File: src/rtl/stump_alu_pipe.sv
// Registered Stump ALU with valid/ready handshake and an internal NZVC flag register.
// Define STUMP_ALU_MUL_EN to add the iterative shift-add multiplier on func 110.
module stump_alu_pipe #(
    parameter int WIDTH = 16
) (
    input  logic             clk,
    input  logic             rst,
    input  logic             in_valid,
    output logic             in_ready,
    input  logic [WIDTH-1:0] operand_A,
    input  logic [WIDTH-1:0] operand_B,
    input  logic [2:0]       func,
    input  logic             c_in,
    input  logic             csh,
    input  logic             set_flags,
    output logic             out_valid,
    input  logic             out_ready,
    output logic [WIDTH-1:0] result,
    output logic [3:0]       flags_out
);
    localparam logic [2:0] F_ADD = 3'b000;
    localparam logic [2:0] F_ADC = 3'b001;
    localparam logic [2:0] F_SUB = 3'b010;
    localparam logic [2:0] F_SBC = 3'b011;
    localparam logic [2:0] F_AND = 3'b100;
    localparam logic [2:0] F_OR  = 3'b101;

    logic [WIDTH-1:0] result_reg;
    logic [3:0]       flags_reg;
    logic             out_valid_reg;
    logic             accept;
    logic             sc_load;

    // Single-cycle datapath
    logic [WIDTH-1:0] op_b;
    logic             carry0;
    logic [WIDTH:0]   sum;
    logic [WIDTH-1:0] sc_result;
    logic             sc_v;
    logic             sc_c;
    logic [3:0]       sc_flags;

    always_comb begin
        op_b   = operand_B;
        carry0 = 1'b0;
        case (func)
            F_ADC:   carry0 = c_in;
            F_SUB:   begin op_b = ~operand_B; carry0 = 1'b1; end
            F_SBC:   begin op_b = ~operand_B; carry0 = c_in; end
            default: carry0 = 1'b0;
        endcase
        sum = {1'b0, operand_A} + {1'b0, op_b} + {{WIDTH{1'b0}}, carry0};

        sc_result = operand_B;
        sc_v      = 1'b0;
        sc_c      = csh;
        case (func)
            F_ADD, F_ADC, F_SUB, F_SBC: begin
                sc_result = sum[WIDTH-1:0];
                // Using the possibly-inverted B covers both add and subtract overflow
                sc_v = (operand_A[WIDTH-1] == op_b[WIDTH-1]) &&
                       (sum[WIDTH-1] != operand_A[WIDTH-1]);
                sc_c = sum[WIDTH];
            end
            F_AND:   sc_result = operand_A & operand_B;
            F_OR:    sc_result = operand_A | operand_B;
            default: sc_result = operand_B;
        endcase
        sc_flags = {sc_result[WIDTH-1], (sc_result == '0), sc_v, sc_c};
    end

    assign accept = in_valid && in_ready;

`ifdef STUMP_ALU_MUL_EN
    localparam int CNT_W = (WIDTH > 1) ? $clog2(WIDTH) : 1;

    typedef enum logic {IDLE, MUL} state_t;

    state_t                 state_reg, state_next;
    logic [CNT_W-1:0]       cnt_reg;
    logic [2*WIDTH-1:0]     acc_reg;
    logic [2*WIDTH-1:0]     mcand_reg;
    logic [WIDTH-1:0]       mplr_reg;
    logic                   mul_sf_reg;
    logic [2*WIDTH-1:0]     acc_next;
    logic                   mul_start;
    logic                   mul_done;
    logic [3:0]             mul_flags;

    assign mul_start = accept && (func == 3'b110);
    assign mul_done  = (state_reg == MUL) && (cnt_reg == CNT_W'(WIDTH - 1));
    assign sc_load   = accept && (func != 3'b110);
    assign acc_next  = acc_reg + (mplr_reg[0] ? mcand_reg : '0);
    assign mul_flags = {acc_next[WIDTH-1], (acc_next[WIDTH-1:0] == '0), 1'b0,
                        |acc_next[2*WIDTH-1:WIDTH]};
    assign in_ready  = !rst && (state_reg == IDLE) && (!out_valid_reg || out_ready);

    always_comb begin
        state_next = state_reg;
        case (state_reg)
            IDLE:    if (mul_start) state_next = MUL;
            MUL:     if (mul_done)  state_next = IDLE;
            default: state_next = IDLE;
        endcase
    end

    always_ff @(posedge clk) begin
        if (rst) begin
            state_reg  <= IDLE;
            cnt_reg    <= '0;
            acc_reg    <= '0;
            mcand_reg  <= '0;
            mplr_reg   <= '0;
            mul_sf_reg <= 1'b0;
        end else begin
            state_reg <= state_next;
            if (mul_start) begin
                cnt_reg    <= '0;
                acc_reg    <= '0;
                mcand_reg  <= {{WIDTH{1'b0}}, operand_A};
                mplr_reg   <= operand_B;
                mul_sf_reg <= set_flags;
            end else if (state_reg == MUL) begin
                cnt_reg   <= cnt_reg + 1'b1;
                acc_reg   <= acc_next;
                mcand_reg <= mcand_reg << 1;
                mplr_reg  <= mplr_reg >> 1;
            end
        end
    end
`else
    assign sc_load  = accept;
    assign in_ready = !rst && (!out_valid_reg || out_ready);
`endif

    always_ff @(posedge clk) begin
        if (rst) begin
            result_reg    <= '0;
            flags_reg     <= '0;
            out_valid_reg <= 1'b0;
        end else begin
            if (out_ready) out_valid_reg <= 1'b0;
            if (sc_load) begin
                result_reg    <= sc_result;
                out_valid_reg <= 1'b1;
                if (set_flags) flags_reg <= sc_flags;
            end
`ifdef STUMP_ALU_MUL_EN
            if (mul_done) begin
                result_reg    <= acc_next[WIDTH-1:0];
                out_valid_reg <= 1'b1;
                if (mul_sf_reg) flags_reg <= mul_flags;
            end
`endif
        end
    end

    assign result    = result_reg;
    assign flags_out = flags_reg;
    assign out_valid = out_valid_reg;
endmodule

File: config.mk
export PLATFORM = sky130hd
export DESIGN_NAME = stump_alu_pipe
export DESIGN_NICKNAME = d
export VERILOG_FILES = /design/src/rtl/stump_alu_pipe.sv
export SDC_FILE = /design/constraint.sdc
export NUM_CORES = 1
export LEC_CHECK = 0
export CAP_MARGIN = 40
export CORE_ASPECT_RATIO = 0.6
export CORE_MARGIN = 4
export CORE_UTILIZATION = 50
export CTS_CLUSTER_SIZE = 16
export DETAILED_ROUTE_END_ITERATION = 6
export PLACE_DENSITY = 0.82
export SYNTH_ARGS = -nofsm -noshare
export SYNTH_HDL_FRONTEND = slang
export SYNTH_SLANG_ARGS = --single-unit
File: constraint.sdc
create_clock -name clk -period 6.5 [get_ports clk]
set_clock_uncertainty 0.2 [all_clocks]
set_input_delay 1.3 -clock clk [delete_from_list [all_inputs] [get_ports clk]]
set_output_delay 1.3 -clock clk [all_outputs]
set_load 0.01 [all_outputs]
==> key figures, run 1 <==
Worst setup path
  – Critical-path cell list: clkdlybuf4s50_1 -> inv_1 -> nand2_1 -> xnor2_1 -> fa_1 -> fa_1 -> a211oi_2 -> o21bai_1 -> a2111o_1 -> and3_1 -> nor3_1 -> nand4_1 -> o31ai_2
  – CP max FO: 15
  – Type of the worst setup path: in2reg
  – Setup crit end kind: flip-flop
  – Worst path max stage delay: 0.79 ns
  – Required @ worst endpoint: roughly 6.5 ns
  – Worst path arrival time: ~5 ns
  – Setup crit start kind: input pin
  – Slowest cell on crit path: clkdlybuf4s50_1
  – Most used cell, CP: fa_1

Pwr
  – Pint: around 0.32 mW
  – VDD IR max: around 0.12 mV
  – Pleak: roughly 1.2 nW
  – Clk network pwr share: 0.167
  – Register share of total power: 0.280
  – Combinational share of power: 0.553
  – P per Cell Area: about 170 nW/um^2
  – Net load switching power: 0.209 mW
  – Sw frac: 0.397

GRT
  – Vias in the first global route: ~2,500
  – Largest net degree at the start of global routing: 27
  – GRT overflow: 0
  – Tot GR Track Use: 0.242
  – First-pass GRT wire length: between 10 and 15 mm
  – Antenna violations before repair: 0

Drt
  – Routed wire length: 7.36 mm
  – Antenna-violating nets left: 0
  – Vias per Instance: 6.25
  – Starting DRT DRC Count: 270
  – First-pass iteration count of the detailed router: 5
  – Drt drc: 0
  – Routed len/inst: roughly 17 um
  – DR vias: between 2,000 and 3,000

Die
  – Area of the die: ~6000 um^2
  – Row count: 19
  – Core area: between 4000 and 5000 um^2
  – DIE HEIGHT: roughly 62 um
  – Horiz. Die Dim: ~98 um
  – IO Count: 64
  – Initial core utilization: 0.522

Final layout
  – Most common cell after layout, fill and taps aside: clkdlybuf4s50_1
  – Layout cells sized above 1: 0.0535
  – Largest register FFs: 16
  – Fillcell total: approximately 430
  – Nets: ~430
  – Area delta synth->final: 27.8%
  – Non-Filler Instances: 437
  – Ant diodes: 0
  – Commonest non-fill, non-tap cells in the layout: clkdlybuf4s50_1 (63), o21ai_0 (37), a21oi_1 (25), nor2_1 (22), dfxtp_1 (21)
  – Fin util: 0.667

Timing
  – Worst Tran Pin Value: between 0.7 and 0.8 ns
  – RSZ-0062 raised after global routing: no
  – # setup viols final: 0
  – Highest clock rate: roughly 200 MHz
  – Final Hold Viols: 0
  – Final max-slew violation count: 0
  – Worst rel slew slack: 0.504
  – Post-layout min period: ~5.0 ns
  – Hold slack: ~0.26 ns
  – Fin Setup TNS: 0 ns
  – Final Cycle Share: 0.774

Flow run
  – MaxCap Viol Count: 0

Place
  – Number of buffers added on ports: 63
  – Gpl congestion: just under 0.9
  – Placed insts: 433
  – Detailed placement HPWL: ~5.7 mm

Clocking
  – Total setup buffers inserted after CTS: 0
  – Clock root buffer: clkbuf_8
  – # clock sinks: 21
  – TritonCTS buffer count: 3
  – Post-CTS sizing: 0
  – Worst-skew pair later-pin latency: roughly 0.27 ns
  – CTS Buffer Depth: 2
  – H-tree Lvls: 1
  – Clock-pin slew on the worst setup and hold paths: ~0.080 ns
  – CTS tree: yes
  – Post-CTS Hold Fix Bufs: 0

Synth
  – Post-synth EDFFs: 0
  – Mean Syn Cell Area: ~7.5 um^2
  – Mapped Area: around 2400 um^2
  – #FFs+latches synth: 21
  – Synth cell types: between 50 and 60
  – Cells after Synth: 320
  – Sequential element share of the synthesized area: 0.175
  – Syn Nets: ~380
  – Synth Warn #: 0
  – Top FF cell, synth: dfxtp_1
  – Asr flop ratio synth: 0

Outcome
  – Status: finished, final reports clean

Worst hold path
  – HP Class: reg2reg
power groups by stage:
stage / registers (mW) / clock network [mW] / logic, mW
after floorplan: 0.156 / 0 / 0.181
after global placement: 0.150 / 0 / 0.281
after detailed placement: 0.150 / 0 / 0.284
after CTS: 0.147 / 0.0888 / 0.286
after global routing: 0.149 / 0.0918 / 0.318
final: 0.147 / 0.0881 / 0.291
cells by family after synthesis:
family	after synthesis	share of synthesized area
AOI/OAI and AO/OA	130	0.362
and+or+nand+nor	102	0.221
buffers and inverters	27	0.0639
xor gates and xnor gates	22	0.0800
DFF	21	0.175
adders and majority gates	17	0.0945
muxes	1	0.00416
critical path: cells and delay by family:
family                   cells  cell delay, ns
adder cells (fa/ha/maj)      2            0.93
AO/OA/AOI/OAI                4            1.12
XOR/XNOR                     1            0.09
buffers and inverters        2            0.90
AND/OR/NAND/NOR              4            0.68
final cells by class:
cell class	count	area, um^2	share of cell area
flip-flops and latches	21	420	0.137
clock inverters	1	5.00	0.00163
clock buffers	3	41.3	0.0134
well taps	63	78.8	0.0256
repair buffers	67	661	0.215
inverters	10	37.5	0.0122
multi-input cells	272	1830	0.596
metal layers:
| metal | up-vias | track usage | share of wire | routed length, um |
|---|---|---|---|---|
| met3 | 9 | 0.0468 | 0.091 | 669 |
| met2 | 141 | 0.403 | 0.43 | 3160 |
| li1 | 1324 | - | - | - |
| met4 | 0 | 0.0434 | 0.0086 | 63 |
| met5 | - | 0 | 0 | 0 |
| met1 | 1258 | 0.338 | 0.47 | 3470 |
per-stage QoR:
stage | total power [mW] | instance area (um^2) | setup slack (ns)
2_1_floorplan | 0.337 | 2410 | 1.41
3_3_place_gp | 0.431 | 3030 | 1.34
3_5_place_dp | 0.434 | 3030 | 1.23
4_1_cts | 0.522 | 3080 | 1.49
5_1_grt | 0.558 | 3080 | 1.18
6_report | 0.526 | 3080 | 1.47
synthesized netlist by cell type, drive strengths merged, types with 4 or more instances:
master,n,area share
nor3,5,0.010
o21ai,39,0.081
nand3,19,0.039
o211ai,4,0.012
inv,10,0.016
nor2b,7,0.018
a31oi,4,0.010
nand2,20,0.031
a21oi,25,0.052
o21a,7,0.022
clkbuf,14,0.039
a211oi,12,0.042
nor2,22,0.034
and3,8,0.021
a21o,9,0.029
dfxtp,21,0.17
nand4,4,0.010
xnor2,20,0.073
ha,15,0.078
final timing paths:
| path | from | end | slack, ns | cells past startpoint |
|---|---|---|---|---|
| max | func[2] | flags_out[2] | 1.47 | 13 |
| min | result[6] | result[6] | 0.26 | 2 |
| min reg2reg | result[6] | result[6] | 0.26 | 2 |
| max reg2reg | out_valid | flags_out[2] | 4.37 | 7 |
No activity file was read; power rests on OpenSTA's default activity.
==> run 2, diff against run 1 <==
- CORE_UTILIZATION: 50 -> 45
- PLACE_DENSITY: 0.82 -> 0.78
- clock period: 6.5 -> 4.2 ns (I/O delays scaled with it)
==> key figures, run 2 (synthesis gave the netlist of run 1 again) <==
Outcome
  – Status: finished, final reports clean

Die
  – Horiz. Die Dim: 102 um
  – IO Count: 64
  – Core area: around 5100 um^2
  – Row count: 20
  – DIE HEIGHT: about 65 um
  – Initial core utilization: 0.470
  – Area of the die: between 6000 and 7000 um^2

Timing
  – Worst rel slew slack: 0.490
  – Final Cycle Share: 0.967
  – Worst Slack Setup Final: roughly 0.14 ns
  – Highest clock rate: 246 MHz
  – RSZ-0062 raised after global routing: no
  – Final Hold Viols: 0
  – Post-layout min period: 4.06 ns
  – # setup viols final: 0
  – Final max-slew violation count: 0
  – Hold slack: approximately 0.25 ns
  – Worst Tran Pin Value: about 0.76 ns

Worst setup path
  – Worst path arrival time: ~4 ns
  – Critical-path cell list: clkdlybuf4s50_1 -> inv_4 -> nand2_8 -> xnor2_4 -> fa_2 -> fa_2 -> a211oi_2 -> o21ai_1 -> a311o_1 -> a41o_1 -> nor3b_2 -> o21ai_1 -> o31ai_2
  – Slowest cell on crit path: clkdlybuf4s50_1
  – Worst path max stage delay: 0.46 ns
  – Setup crit end kind: flip-flop
  – Required @ worst endpoint: around 4.2 ns
  – Type of the worst setup path: in2reg
  – CP max FO: 3
  – Setup slack, reg-to-reg: approximately 2.1 ns
  – Setup crit start kind: input pin

Clocking
  – Clock root buffer: clkbuf_8
  – Post-CTS Hold Fix Bufs: 0
  – CTS tree: yes
  – TritonCTS buffer count: 3
  – H-tree Lvls: 1
  – Worst-skew pair later-pin latency: 0.26 ns
  – CTS Buffer Depth: 2
  – Clock-pin slew on the worst setup and hold paths: roughly 0.07 ns
  – # clock sinks: 21

Drt
  – Starting DRT DRC Count: 150
  – Vias per Instance: ~6.0
  – First-pass iteration count of the detailed router: 4
  – Routed len/inst: 16.5 um
  – Drt drc: 0
  – Routed wire length: approximately 7.6 mm
  – DR vias: 2,757
  – Antenna-violating nets left: 0

Pwr
  – P per Cell Area: between 200 and 300 nW/um^2
  – VDD IR max: roughly 0.16 mV
  – Pleak: 1.34 nW

GRT
  – GRT overflow: 0
  – Vias in the first global route: 2,607
  – First-pass GRT wire length: 12.7 mm
  – Antenna violations before repair: 0
  – Tot GR Track Use: 0.240
  – Largest net degree at the start of global routing: 27

Worst hold path
  – HP Class: reg2reg

Final layout
  – Layout cells sized above 1: 0.122
  – Area delta synth->final: 37.8%
  – Commonest non-fill, non-tap cells in the layout: clkdlybuf4s50_1 (62), o21ai_0 (35), a21oi_1 (25), buf_4 (24), nor2_1 (22)
  – Most common cell after layout, fill and taps aside: clkdlybuf4s50_1
  – Ant diodes: 0
  – Largest register FFs: 16
  – Nets: ~460

Place
  – Detailed placement HPWL: between 6 and 7 mm
  – Number of buffers added on ports: between 60 and 70
  – Gpl congestion: 0.884
  – Setup Slack @ Placement: -0.196 ns

Flow run
  – MaxCap Viol Count: 0
run 2: changes by cell type in the layout (fill, tap and decap cells not counted), sizes merged:
cell,before,now
buf,4,25
clkdlybuf4s50,63,62
clkbuf,3,4
dlymetal6s2s,0,1
clkinv,1,0
run 2: layout make-up:
cell class / count / area, um^2
Sequential cell: 21 / 420
Multi-Input combinational cell: 272 / 1910
Inverter: 10 / 40.0
Fill cell: 470 / 1810
Timing Repair Buffer: 88 / 825
Tap cell: 66 / 82.6
Clock buffer: 4 / 45.0
run 2: path summary, 6_finish.rpt:
check                  start           end  cells past startpoint
hold reg to reg   result[12]    result[12]                      2
hold / removal    result[12]    result[12]                      2
setup / recovery     func[2]  flags_out[2]                     13
setup reg to reg   out_valid  flags_out[2]                      7
run 2: stage by stage:
stage                     std cells  utilization  total power [mW]  setup TNS (ns)  instance area, um^2
after CTS                       461        0.644             0.853               0                 3300
after detailed placement        457        0.635             0.721          -0.433                 3260
after floorplan                 320            -             0.539         -0.0168                 2520
after global routing            461        0.647             0.927               0                 3320
after global placement          457        0.635             0.716          -0.289                 3260
final                           461        0.647             0.857               0                 3320
run 2: repair_timing:
item / CTS / global route
endpoints found under the setup margin: 0 / 2
buffers inserted: 0 / 0
resized for setup: 0 / 5
endpoints found under the hold margin: 0 / 0
run 2: critical path, delay by kind of cell:
kind	cells	cell delay, ns
buffers and inverters	2	0.56
AOI/OAI and AO/OA	6	1.41
adders and majority gates	2	0.84
xor gates and xnor gates	1	0.13
and+or+nand+nor	2	0.25
run 2: per-layer routing:
| metal | global-route usage | wire length [um] | vias up |
|---|---|---|---|
| met5 | 0 | 0 | - |
| met4 | 0.0360 | 49 | 0 |
| met2 | 0.359 | 3200 | 94 |
| li1 | - | - | 1373 |
| met3 | 0.0419 | 549 | 5 |
| met1 | 0.362 | 3810 | 1285 |
run 2: power by group:
group | total, mW | switching, mW | leakage, nW | internal [mW]
registers | 0.228 | 0.00957 | 0.173 | 0.219
clock network | 0.131 | 0.0634 | 0.0228 | 0.0676
logic | 0.498 | 0.258 | 1.15 | 0.240
total | 0.857 | 0.331 | 1.34 | 0.527
==> run 3, diff against run 2 <==
- CORE_MARGIN: 4 -> not set
==> key figures, run 3 (synthesis gave the netlist of run 1 again) <==
Flow run
  – MaxCap Viol Count: 0

Clocking
  – Clock-pin slew on the worst setup and hold paths: ~0.07 ns
  – # clock sinks: 21
  – H-tree Lvls: 1
  – CTS tree: yes
  – Clock root buffer: clkbuf_8
  – CTS Buffer Depth: 2
  – Worst-skew pair later-pin latency: roughly 0.25 ns
  – Post-CTS Hold Fix Bufs: 0
  – TritonCTS buffer count: 3

Place
  – Detailed placement HPWL: about 6 mm
  – Placed inst area: about 3200 um^2
  – Number of buffers added on ports: between 60 and 70
  – Gpl congestion: about 0.89

Final layout
  – Nets: 454
  – Commonest non-fill, non-tap cells in the layout: clkdlybuf4s50_1 (62), o21ai_0 (35), a21oi_1 (25), buf_4 (24), nor2_1 (22)
  – Most common cell after layout, fill and taps aside: clkdlybuf4s50_1
  – Ant diodes: 0
  – Fin util: 0.650
  – Fillcell total: about 470
  – Layout cells sized above 1: 0.124
  – Largest register FFs: 16
  – Final instance area: ~3300 um^2
  – Area delta synth->final: 37.7%

Drt
  – DR vias: between 2,000 and 3,000
  – Starting DRT DRC Count: roughly 150
  – Vias per Instance: between 5 and 6
  – Drt drc: 0
  – First-pass iteration count of the detailed router: 4
  – Antenna-violating nets left: 0
  – Routed wire length: around 7.5 mm
  – Routed len/inst: about 16 um

Outcome
  – Status: finished, final reports clean

Timing
  – Final Hold Viols: 0
  – Highest clock rate: between 200 and 300 MHz
  – Final max-slew violation count: 0
  – Worst Tran Pin Value: 0.749 ns
  – RSZ-0062 raised after global routing: no
  – Fin Setup TNS: 0 ns
  – Post-layout min period: between 3 and 4 ns
  – Final Cycle Share: 0.945
  – # setup viols final: 0
  – Hold slack: between 0.2 and 0.3 ns
  – Worst rel slew slack: 0.500

Pwr
  – Pint: approximately 0.53 mW
  – VDD IR max: between 0.15 and 0.2 mV
  – P per Cell Area: around 260 nW/um^2
  – Combinational share of power: 0.587
  – Register share of total power: 0.266
  – Clk network pwr share: 0.147
  – Sw frac: 0.386
  – Pleak: 1.33 nW
  – Net load switching power: ~0.33 mW

Die
  – DIE HEIGHT: 58.7 um
  – Initial core utilization: 0.472
  – Horiz. Die Dim: 96.5 um
  – Core area: around 5100 um^2
  – IO Count: 64
  – Row count: 20
  – Area of the die: approximately 5700 um^2

Worst setup path
  – CP max FO: 4
  – Setup crit end kind: flip-flop
  – Setup crit start kind: input pin
  – Setup slack, reg-to-reg: 2.06 ns
  – Worst path arrival time: between 3 and 4 ns
  – Type of the worst setup path: in2reg
  – Required @ worst endpoint: 4.17 ns

GRT
  – Tot GR Track Use: 0.271
  – Antenna violations before repair: 0
  – GRT overflow: 0
  – Vias in the first global route: about 2,400
  – First-pass GRT wire length: 11.7 mm
  – Largest net degree at the start of global routing: 27

Worst hold path
  – HP Class: reg2reg
==> run 3: final cells by class <==
| cell class | instances | area [um^2] | area share |
|---|---|---|---|
| Clock buffer | 4 | 45.0 | 0.0136 |
| Inverter | 10 | 40.0 | 0.0121 |
| Multi-Input combinational cell | 272 | 1920 | 0.578 |
| Sequential cell | 21 | 420 | 0.127 |
| Tap cell | 66 | 82.6 | 0.0249 |
| Timing Repair Buffer | 87 | 810 | 0.244 |
==> run 3: power by group through the flow <==
stage | registers, mW | logic [mW] | clock network, mW
2_1_floorplan | 0.241 | 0.298 | 0
3_3_place_gp | 0.233 | 0.480 | 0
3_5_place_dp | 0.233 | 0.486 | 0
4_1_cts | 0.228 | 0.488 | 0.130
5_1_grt | 0.230 | 0.548 | 0.138
6_report | 0.228 | 0.505 | 0.126
==> run 3: worst max-delay path, stage by stage <==
cell and delay, ns:
clkdlybuf4s50_1 0.46, inv_4 0.10, nand2_8 0.06, xnor2_4 0.13, fa_2 0.41, fa_2 0.42
a211oi_4 0.26, o21bai_2 0.14, a2111o_1 0.45, and3_1 0.22, nor3_2 0.12, nand4_1 0.12
o31ai_2 0.19
==> run 3: metal layers <==
metal	up-vias	track usage	wire length (um)
met4	0	0.0462	51
met3	8	0.0762	585
met5	-	0	0
met1	1284	0.395	3750
li1	1360	-	-
met2	104	0.400	3140
==> run 3: path summary, 6_finish.rpt <==
kind                   from            to  cells past startpoint
hold / removal    result[6]     result[6]                      2
setup / recovery    func[2]  flags_out[2]                     13
hold reg to reg   result[6]     result[6]                      2
setup reg to reg  out_valid     result[1]                      6
==> run 3: per-stage QoR <==
stage	instances	power (mW)	setup slack, ns
2_1_floorplan	320	0.539	-0.0168
3_3_place_gp	455	0.713	-0.180
3_5_place_dp	455	0.719	-0.272
4_1_cts	459	0.846	0.0925
5_1_grt	460	0.917	0.000159
6_report	460	0.860	0.230
==> run 3: repair_timing <==
action	in CTS	in global routing
endpoints found under the setup margin	1	4
setup buffers	0	1
resized for setup	1	5
pin swaps	0	2
